**src/rtl/spi_ip_pkg.sv**
```systemverilog
// Shared definitions for the SPI master IP: transfer FSM encoding,
// mode-bit positions and the width helper used for parameter defaults.
package spi_ip_pkg;

    typedef enum logic [2:0] {
        ST_IDLE  = 3'd0,
        ST_SETUP = 3'd1,
        ST_SHIFT = 3'd2,
        ST_HOLD  = 3'd3,
        ST_GAP   = 3'd4
    } xfer_state_e;

    localparam int MODE_CPOL_BIT = 1;
    localparam int MODE_CPHA_BIT = 0;

    // Bits needed to index 'value' distinct settings; never returns less than 1.
    function automatic int clogb2(input int value);
        int r;
        r = 1;
        for (int i = 1; i < 32; i++) begin
            if ((1 << i) < value) r = i + 1;
        end
        return r;
    endfunction

endpackage

```
**src/rtl/spi_ip_shift_reg.sv**
```systemverilog
// Transmit/receive shift registers for one SPI word; bit order is chosen
// by lsb_first, serial-out is the current head bit of the transmit word.
module spi_ip_shift_reg
    import spi_ip_pkg::*;
#(
    parameter int PARAM_DATA_WIDTH = 8
) (
    input  logic                        clk_i,
    input  logic                        load_i,
    input  logic [PARAM_DATA_WIDTH-1:0] load_val_i,
    input  logic                        lsb_first_i,
    input  logic                        shift_i,
    input  logic                        sample_i,
    input  logic                        sin_i,
    output logic                        sout_o,
    output logic [PARAM_DATA_WIDTH-1:0] rx_o
);
    localparam int DW = PARAM_DATA_WIDTH;

    logic [DW-1:0] tx_q;
    logic [DW-1:0] rx_q;

    always_ff @(posedge clk_i) begin
        if (load_i) begin
            tx_q <= load_val_i;
        end else if (shift_i) begin
            tx_q <= lsb_first_i ? (tx_q >> 1) : (tx_q << 1);
        end
        // Received bits enter at the far end so the first bit lands in its final position.
        if (sample_i) begin
            rx_q <= lsb_first_i ? {sin_i, rx_q[DW-1:1]} : {rx_q[DW-2:0], sin_i};
        end
    end

    assign sout_o = lsb_first_i ? tx_q[0] : tx_q[DW-1];
    assign rx_o   = rx_q;

endmodule

```
**src/rtl/spi_ip_xfer_ctrl.sv**
```systemverilog
// SPI master transfer sequencer: owns one word from accept to done, drives
// SCK/SS_n/MOSI from the external divider tick and samples MISO.
module spi_ip_xfer_ctrl
    import spi_ip_pkg::*;
#(
    parameter int PARAM_DATA_WIDTH = 8,
    parameter int PARAM_MAX_DIV    = 8,
    parameter int PARAM_DIV_W      = clogb2(PARAM_MAX_DIV)
) (
    input  logic                        xfer_clk_i,
    input  logic                        xfer_rst_i,
    input  logic                        xfer_start_i,
    input  logic                        xfer_cpol_i,
    input  logic                        xfer_cpha_i,
    input  logic                        xfer_lsb_first_i,
    input  logic [PARAM_DIV_W-1:0]      xfer_clk_div_i,
    input  logic [PARAM_DATA_WIDTH-1:0] xfer_tx_data_i,
    output logic [PARAM_DATA_WIDTH-1:0] xfer_rx_data_o,
    output logic                        xfer_busy_o,
    output logic                        xfer_done_o,
    output logic                        clkd_enable_o,
    output logic [PARAM_DIV_W-1:0]      clkd_clk_div_o,
    input  logic                        clkd_time_base_i,
    output logic                        spi_sck_o,
    output logic                        spi_mosi_o,
    input  logic                        spi_miso_i,
    output logic                        spi_ss_n_o
);
    localparam int DW    = PARAM_DATA_WIDTH;
    localparam int CNT_W = clogb2(2 * DW);
    localparam logic [CNT_W-1:0] LAST_EDGE = CNT_W'(2 * DW - 1);

    xfer_state_e          state_q;
    logic [CNT_W-1:0]     cnt_q;
    logic [1:0]           mode_q;
    logic                 lsb_q;
    logic                 sck_q, mosi_q, ss_n_q, en_q, busy_q, done_q;
    logic [PARAM_DIV_W-1:0] div_q;
    logic [DW-1:0]        rx_q;

    logic          tick, accept, lead_edge, last_edge, shift_tick, drive_bit, sample_bit;
    logic          cpha_q, sr_sout;
    logic [DW-1:0] load_val_d, sr_rx;

    function automatic logic first_bit(input logic [DW-1:0] w, input logic lsb_first);
        return lsb_first ? w[0] : w[DW-1];
    endfunction

    assign cpha_q     = mode_q[MODE_CPHA_BIT];
    assign tick       = en_q & clkd_time_base_i;
    assign accept     = (state_q == ST_IDLE) & xfer_start_i;
    assign lead_edge  = ~cnt_q[0];
    assign last_edge  = (cnt_q == LAST_EDGE);
    assign shift_tick = (state_q == ST_SHIFT) & tick;
    assign drive_bit  = shift_tick & (cpha_q ? lead_edge : (~lead_edge & ~last_edge));
    assign sample_bit = shift_tick & (cpha_q ? ~lead_edge : lead_edge);

    // With CPHA=0 the first bit goes onto MOSI at accept, so the register starts one bit ahead.
    assign load_val_d = xfer_cpha_i ? xfer_tx_data_i
                      : (xfer_lsb_first_i ? (xfer_tx_data_i >> 1) : (xfer_tx_data_i << 1));

    spi_ip_shift_reg #(
        .PARAM_DATA_WIDTH(DW)
    ) u_shift_reg (
        .clk_i      (xfer_clk_i),
        .load_i     (accept),
        .load_val_i (load_val_d),
        .lsb_first_i(lsb_q),
        .shift_i    (drive_bit),
        .sample_i   (sample_bit),
        .sin_i      (spi_miso_i),
        .sout_o     (sr_sout),
        .rx_o       (sr_rx)
    );

    always_ff @(posedge xfer_clk_i) begin
        if (xfer_rst_i) begin
            state_q <= ST_IDLE;
            cnt_q   <= '0;
            mode_q  <= '0;
            lsb_q   <= 1'b0;
            sck_q   <= 1'b0;
            mosi_q  <= 1'b0;
            ss_n_q  <= 1'b1;
            en_q    <= 1'b0;
            busy_q  <= 1'b0;
            done_q  <= 1'b0;
            div_q   <= '0;
            rx_q    <= '0;
        end else begin
            done_q <= 1'b0;
            case (state_q)
                ST_IDLE: begin
                    sck_q <= xfer_cpol_i;
                    if (xfer_start_i) begin
                        mode_q[MODE_CPOL_BIT] <= xfer_cpol_i;
                        mode_q[MODE_CPHA_BIT] <= xfer_cpha_i;
                        lsb_q   <= xfer_lsb_first_i;
                        div_q   <= xfer_clk_div_i;
                        ss_n_q  <= 1'b0;
                        en_q    <= 1'b1;
                        busy_q  <= 1'b1;
                        state_q <= ST_SETUP;
                        if (!xfer_cpha_i) mosi_q <= first_bit(xfer_tx_data_i, xfer_lsb_first_i);
                    end
                end
                ST_SETUP: begin
                    if (tick) begin
                        cnt_q   <= '0;
                        state_q <= ST_SHIFT;
                    end
                end
                ST_SHIFT: begin
                    if (tick) begin
                        sck_q <= ~sck_q;
                        cnt_q <= cnt_q + 1'b1;
                        if (drive_bit) mosi_q <= sr_sout;
                        if (last_edge) state_q <= ST_HOLD;
                    end
                end
                ST_HOLD: begin
                    if (tick) begin
                        sck_q   <= mode_q[MODE_CPOL_BIT];
                        ss_n_q  <= 1'b1;
                        state_q <= ST_GAP;
                    end
                end
                ST_GAP: begin
                    if (tick) begin
                        en_q    <= 1'b0;
                        busy_q  <= 1'b0;
                        done_q  <= 1'b1;
                        rx_q    <= sr_rx;
                        state_q <= ST_IDLE;
                    end
                end
                default: state_q <= ST_IDLE;
            endcase
        end
    end

    assign xfer_rx_data_o = rx_q;
    assign xfer_busy_o    = busy_q;
    assign xfer_done_o    = done_q;
    assign clkd_enable_o  = en_q;
    assign clkd_clk_div_o = div_q;
    assign spi_sck_o      = sck_q;
    assign spi_mosi_o     = mosi_q;
    assign spi_ss_n_o     = ss_n_q;

endmodule

```
**config.mk**
```make
export PLATFORM = sky130hd
export DESIGN_NAME = spi_ip_xfer_ctrl
export DESIGN_NICKNAME = d
export VERILOG_FILES = /design/src/rtl/spi_ip_pkg.sv /design/src/rtl/spi_ip_shift_reg.sv /design/src/rtl/spi_ip_xfer_ctrl.sv
export SDC_FILE = /design/constraint.sdc
export NUM_CORES = 1
export LEC_CHECK = 0
export ABC_AREA = 1
export CAP_MARGIN = 15
export CELL_PAD_IN_SITES_DETAIL_PLACEMENT = 1
export CELL_PAD_IN_SITES_GLOBAL_PLACEMENT = 2
export CORE_MARGIN = 2
export CORE_UTILIZATION = 26
export DETAILED_ROUTE_END_ITERATION = 10
export PLACE_DENSITY_LB_ADDON = 0.1
export REMOVE_ABC_BUFFERS = 1
export SYNTH_ARGS = -nofsm -noshare
export SYNTH_HDL_FRONTEND = slang
export SYNTH_SLANG_ARGS = --single-unit
```
**constraint.sdc**
```tcl
create_clock -name xfer_clk_i -period 1.5 [get_ports xfer_clk_i]
set_input_delay 0.225 -clock xfer_clk_i [delete_from_list [all_inputs] [get_ports xfer_clk_i]]
set_output_delay 0.225 -clock xfer_clk_i [all_outputs]
set_load 0.02 [all_outputs]
```
==> results of run 1 <==
## placed cells by master, fill, tap and decap left out, types with 10 or more instances in the layout
cell type,instances
buf_12,10
inv_1,58
nand3_1,30
a21oi_1,67
edfxtp_1,16
nand2_1,224
buf_4,116
nor2_1,35
o21ai_0,19
nor2_2,15
clkbuf_16,10
nand2_2,11
inv_2,10
dlygate4sd2_1,46
buf_6,12
dfxtp_2,16
nor2_4,12
clkdlybuf4s50_1,46
nand2_4,11
dfxtp_1,67
## metrics by stage
stage | setup TNS [ns] | instance area, µm² | instances
2_1_floorplan | -26.51 | 4890 | 691
3_3_place_gp | -12.55 | 7120 | 1162
3_5_place_dp | -16.02 | 7120 | 1162
4_1_cts | -1.87 | 7570 | 1181
5_1_grt | -4.05 | 8050 | 1200
6_report | -1.24 | 8050 | 1200
## flip-flops by register name, indices dropped and copies added (netlist names)
name              count
xfer_done_o           1
spi_sck_o             1
spi_ss_n_o            1
clkd_clk_div_o       32
spi_mosi_o            1
u_shift_reg.tx_q      8
lsb_q                 1
xfer_busy_o           1
xfer_rx_data_o        8
u_shift_reg.rx_o      8
state_q               3
mode_q                2
cnt_q                32
## critical path, stage by stage (launching register included)
cell	delay (ns)
dfxtp_2	0.36
ha_4	0.15
nand2_4	0.05
nor2_4	0.09
buf_6	0.12
nand3_4	0.10
nor2_8	0.15
nand3_1	0.13
o21ai_1	0.19
nand2_1	0.08
a21oi_1	0.12
## routing by layer
layer,global-route usage [%],up-vias
met5,0,-
li1,-,2784
met2,33.9,68
met3,3.99,17
met1,20.7,2667
met4,4.53,0
## worst max path at each step
stage,startpoint,endpoint,slack [ns],cells past startpoint
floorplan,xfer_busy_o,u_shift_reg.rx_o[0],-0.65,4
global placement,clkd_time_base_i,u_shift_reg.rx_o[0],-0.24,7
detailed placement,clkd_time_base_i,u_shift_reg.tx_q[5],-0.26,8
CTS,cnt_q[1],cnt_q[22],-0.16,12
global route,cnt_q[0],cnt_q[18],-0.18,10
finish,cnt_q[0],cnt_q[18],-0.10,10
## repair_timing
item                       in CTS  in global routing
setup buffers                   4                 17
resized for setup             102                 89
setup endpoints to repair      92                 89
gates cloned                    0                  2
hold buffers                    0                  0
pin swaps                      21                 31
## cells by family after synthesis
family          synth area share [%]
buf+inv                         8.31
flops                           42.6
xor+xnor                       0.174
fa+ha+maj                      0.249
compound gates                  15.2
simple gates                    33.5
## power by group through the flow
stage | registers, µW | logic [µW] | clock network (µW)
after floorplan | 3480 | 1080 | 0
after global placement | 3270 | 2790 | 0
after detailed placement | 3290 | 2840 | 0
after CTS | 3230 | 2790 | 2410
after global routing | 3270 | 3610 | 2490
final | 3240 | 3310 | 2320
## area by class of cell
type | instances | area, µm²
Clock buffer | 10 | 229
Clock inverter | 6 | 53.8
Fill cell | 2310 | 10800
Inverter | 75 | 308
Multi-Input combinational cell | 518 | 2880
Sequential cell | 99 | 2160
Tap cell | 260 | 325
Timing Repair Buffer | 232 | 2100
==> metrics.txt, run 1 <==
Synth Flop Type=dfxtp_1; uppermost layer routed=met4; Leak=0.00348 µW; synthesized area per cell=6.97 µm²; Syn. warnings=0; Final setup viols=22; drt total wl=18.5 mm; Met2 Routed Length=9.74 mm; hold path start=xfer_rst_i; max_slew headroom=75.4%; starting density of the core=26.7%; I/O Buffers=93; Post-synth EDFFs=16; All-Layer GR Usage=18.1%; most frequent cell after synthesis=nand2_1; outcome=finished with violations; max_cap viols=0; RSZ-0062 raised after global routing=true; clk_skew=0.00629 ns; period utilisation layout=107%; Via Count=5536; Met1 Wirelength=7.76 mm; RD Place Congestion=0.788; Core Rows=50; maximum vdd drop=0.000669 V; Die Wd=143 µm; CTS max path bufs=2; R2R Setup Slk=-0.10 ns; worst min path class=in -> reg; Hold Crit Depth=4; hold slack=0.327 ns; initial detailed-routing violation count=209; share of cells above drive strength 1=30.5%; sw frac=35.7%; gr ovfl total=0; Final min period=1.60 ns; Die H=143 µm; Int Pwr=5700 µW; CP max FO=6; clock slew at reported path FFs=0.07 ns; Vias/cell=4.61; r2r endpoint=cnt_q[18]; met3 WL=703 µm; Syn Inst Count=721; Nets=984; Clock Sinks=99; Cell Area, Synth=5030 µm²; power density over cell area=1100 nW/µm²; sequential area share after synthesis=42.6%; f_max=0.624 GHz; initial antenna violation count=0; critical path arrival=1.89 ns; critical path endpoint category=flop; P&R area growth vs syn=60.2%; Final Max Slew Viols=0; CP Data Required Time=1.79 ns; reg2reg path depth=10; DRC Markers=0; Hold Crit Endpoint=spi_ss_n_o; Clock power frac=26.2%; global-route wire length before repair=29.2 mm; DIE AREA=20500 µm²; combinational fraction of design power=37.3%; H-tree depth=3; TritonRoute pass-1 iters=4; TritonCTS clock tree=built; # IOs=94; violated checks=negative setup slack; Final ANT Viol Nets=0; root buffer cell=clkbuf_16; DR WL/cell=15.4 µm; largest cells by area after synthesis=dfxtp_1 (33%), nand2_1 (18%), edfxtp_1 (9.6%); Fin. Hold Viols=0; critical path startpoint category=flop; clock latency on the worst-skew pair=0.36 ns; Placement Setup Slack=-0.258 ns; core footprint=18800 µm²; top cells by instance count after synthesis=nand2_1 (237), dfxtp_1 (83), a21oi_1 (75); vias in the first global route=5874; Worst-Margin Slew=0.369 ns; top cell type by total area after synthesis=dfxtp_1; reg-to-reg startpoint=cnt_q[0]; synth unique cells=36; Yosys top cell area share=33.1%; Reg power frac=36.5%; n_diodes=0; P_sw=3160 µW; Core Util, Final=42.8%; Crit Path Class=reg -> reg; largest net degree at the start of global routing=49; DP HPWL=13.6 mm; synthesized flop and latch total=99; total power=8870 µW; fin worst setup slack=-0.104 ns; async set-or-reset flop fraction in the synthesized netlist=0%; CTS Buf Count=9
Note: power is estimated with default switching activity, not from simulation.
==> inputs of run 2 (changes only) <==
Settings changed: CORE_MARGIN 2 to default, CTS_CLUSTER_DIAMETER from default to 50.
==> run 2 against run 1 <==
  * The run still ends with negative setup slack left
  * Global-route usage increased by 0.46 points
  * Design area fell by 0.98%
  * Total power fell by 2.9%
  * Die area shrank 2.8%
  * Critical path depth grew 2
  * First-iteration DRC count shrank 18%
  * Worst hold slack gained 0.018 ns
  * Sequential cell count did not move
  * Combinational power fell by 10%
  * Critical endpoint is now cnt_q[22]
==> metrics.txt, run 2 (same netlist as run 1, synthesis figures left out) <==
I/O Buffers=93 (unchanged); n_diodes=0 (unchanged); starting density of the core=26.7% (unchanged); Vias/cell=4.62 (+0.19%); critical path endpoint category=flop; clock latency on the worst-skew pair=0.36 ns (about the same); vias in the first global route=5796 (-1.3%); P&R area growth vs syn=58.6%; TritonRoute pass-1 iters=4 (unchanged); period utilisation layout=110% (+3.4 points); DRC Markers=0 (unchanged); Post-DP Area=7030 µm² (-1.3%); RD Place Congestion=0.777 (-1.4%); Die H=141 µm (-1.4%); RSZ-0062 raised after global routing=true; final instance area=7980 µm² (-0.98%); Crit Path Class=reg -> reg; worst min path class=in -> reg; critical path arrival=1.96 ns (+0.07 ns); Clock Sinks=99 (unchanged); root buffer cell=clkbuf_16; Die Wd=141 µm (-1.4%); Via Count=5505 (-0.56%); initial detailed-routing violation count=172 (-18%); All-Layer GR Usage=18.6% (+0.46 points); CTS max path bufs=2 (unchanged); hold slack=0.345 ns (+0.0184 ns); Core Rows=50 (unchanged); Final ANT Viol Nets=0 (unchanged); maximum vdd drop=0.000543 V (-19%); critical path startpoint category=flop; TritonCTS clock tree=built; DR WL/cell=15.3 µm (-0.88%); Nets=975 (-0.91%); most common cell after layout, fill and taps aside=nand2_1; core footprint=18800 µm² (unchanged); f_max=0.604 GHz (-3.1%); H-tree depth=3 (unchanged); Total Neg Setup Slack=-1.96 ns (-0.719 ns); violated checks=negative setup slack; gr ovfl total=0 (unchanged); outcome=finished with violations; DP HPWL=13.3 mm (-2.3%); power density over cell area=1080 nW/µm² (-1.9%); fin worst setup slack=-0.155 ns (-0.0511 ns); max_cap viols=0 (unchanged); max_slew headroom=75.6% (+0.24 points); Final setup viols=23 (+4.5%); clk_skew=0.0101 ns (+0.00383 ns); share of cells above drive strength 1=30.7% (+0.19 points); clock slew at reported path FFs=0.08 ns (about the same); CTS Buf Count=9 (unchanged); initial antenna violation count=0 (unchanged); DIE AREA=19900 µm² (-2.8%); Final min period=1.65 ns (+0.0511 ns); reg2reg path depth=12 (+2); Placement Setup Slack=-0.305 ns (-0.0463 ns); global-route wire length before repair=28.9 mm (-1.1%); most frequent cells in the layout=nand2_1 (217), buf_4 (110), a21oi_1 (68), dfxtp_1 (68), inv_1 (59); # IOs=94 (unchanged); drt total wl=18.2 mm (-1.6%); Leak=0.00344 µW (-1.0%); Core Util, Final=42.4% (-0.42 points); largest net degree at the start of global routing=68 (+39%); Final Max Slew Viols=0 (unchanged); CP max FO=5 (-1); hold buffers post-CTS=0 (unchanged); Fin. Hold Viols=0 (unchanged); Hold Crit Depth=4 (unchanged); Worst-Margin Slew=0.366 ns (-0.00318 ns); CP Data Required Time=1.80 ns (about the same)
-- run 2: cell types whose count changed in the layout (fill, tap and decap cells not counted), moves of 3 or more --
cell and delta:
nand2_2 +8, buf_4 -6, nor2_4 +4, nand2_1 -7, buf_12 -3, nor2_2 -4
-- run 2: layout make-up --
type,instances,area [µm²]
clock buffers,9,225
clock inverters,7,67.6
fillers,2299,10900
inverters,75,302
multi-input cells,518,2910
flip-flops and latches,99,2160
well taps,260,325
repair buffers,223,1980
-- run 2: critical path, stage by stage, from the launching register on --
cell and delay, ns:
dfxtp_2 0.37, ha_4 0.15, nand2_4 0.05, nor2_4 0.12
buf_6 0.13, nand3_4 0.11, nor2_8 0.16, nand3_4 0.09
nor2_4 0.16, nand3_2 0.08, nand2_2 0.08, inv_2 0.03
nor2_2 0.06
-- run 2: worst paths after layout --
path                     startpoint           endpoint  slack, ns
setup reg to reg           cnt_q[1]          cnt_q[22]      -0.15
hold reg to reg   xfer_rx_data_o[2]  xfer_rx_data_o[2]       0.46
setup / recovery           cnt_q[1]          cnt_q[22]      -0.15
hold / removal           xfer_rst_i         spi_ss_n_o       0.35
-- run 2: routing by layer --
| metal | track usage, % | part of all wire, % | vias to the layer above |
|---|---|---|---|
| met2 | 34.3 | 51 | 84 |
| met3 | 4.35 | 4.1 | 16 |
| met1 | 21.3 | 43 | 2635 |
| met5 | 0 | 0 | - |
| met4 | 4.98 | 1.6 | 0 |
| li1 | - | - | 2770 |
-- run 2: where the power goes --
group / switching [µW] / internal, µW / leakage [µW]
registers: 184 / 3060 / 0.000831
clock network: 1210 / 1170 / 0.000145
logic: 1710 / 1270 / 0.00246
-- run 2: timing repair --
item | 4_1_cts | 5_1_grt
endpoints found under the hold margin | 0 | 0
pin swaps | 9 | 39
buffers inserted | 7 | 12
gates resized for setup | 100 | 110
cloned | 0 | 1
endpoints found under the setup margin | 127 | 61
-- run 2: stage by stage --
stage	std cells	total power [µW]
floorplan	691	4560
global placement	1155	5960
detailed placement	1155	6040
CTS	1178	8470
global route	1191	9130
finish	1191	8610
==> inputs of run 3 (changes only) <==
Settings changed: SLEW_MARGIN from default to 20.
==> results of run 3 <==
The final DEF is identical to that of run 2; final timing and power are the same.
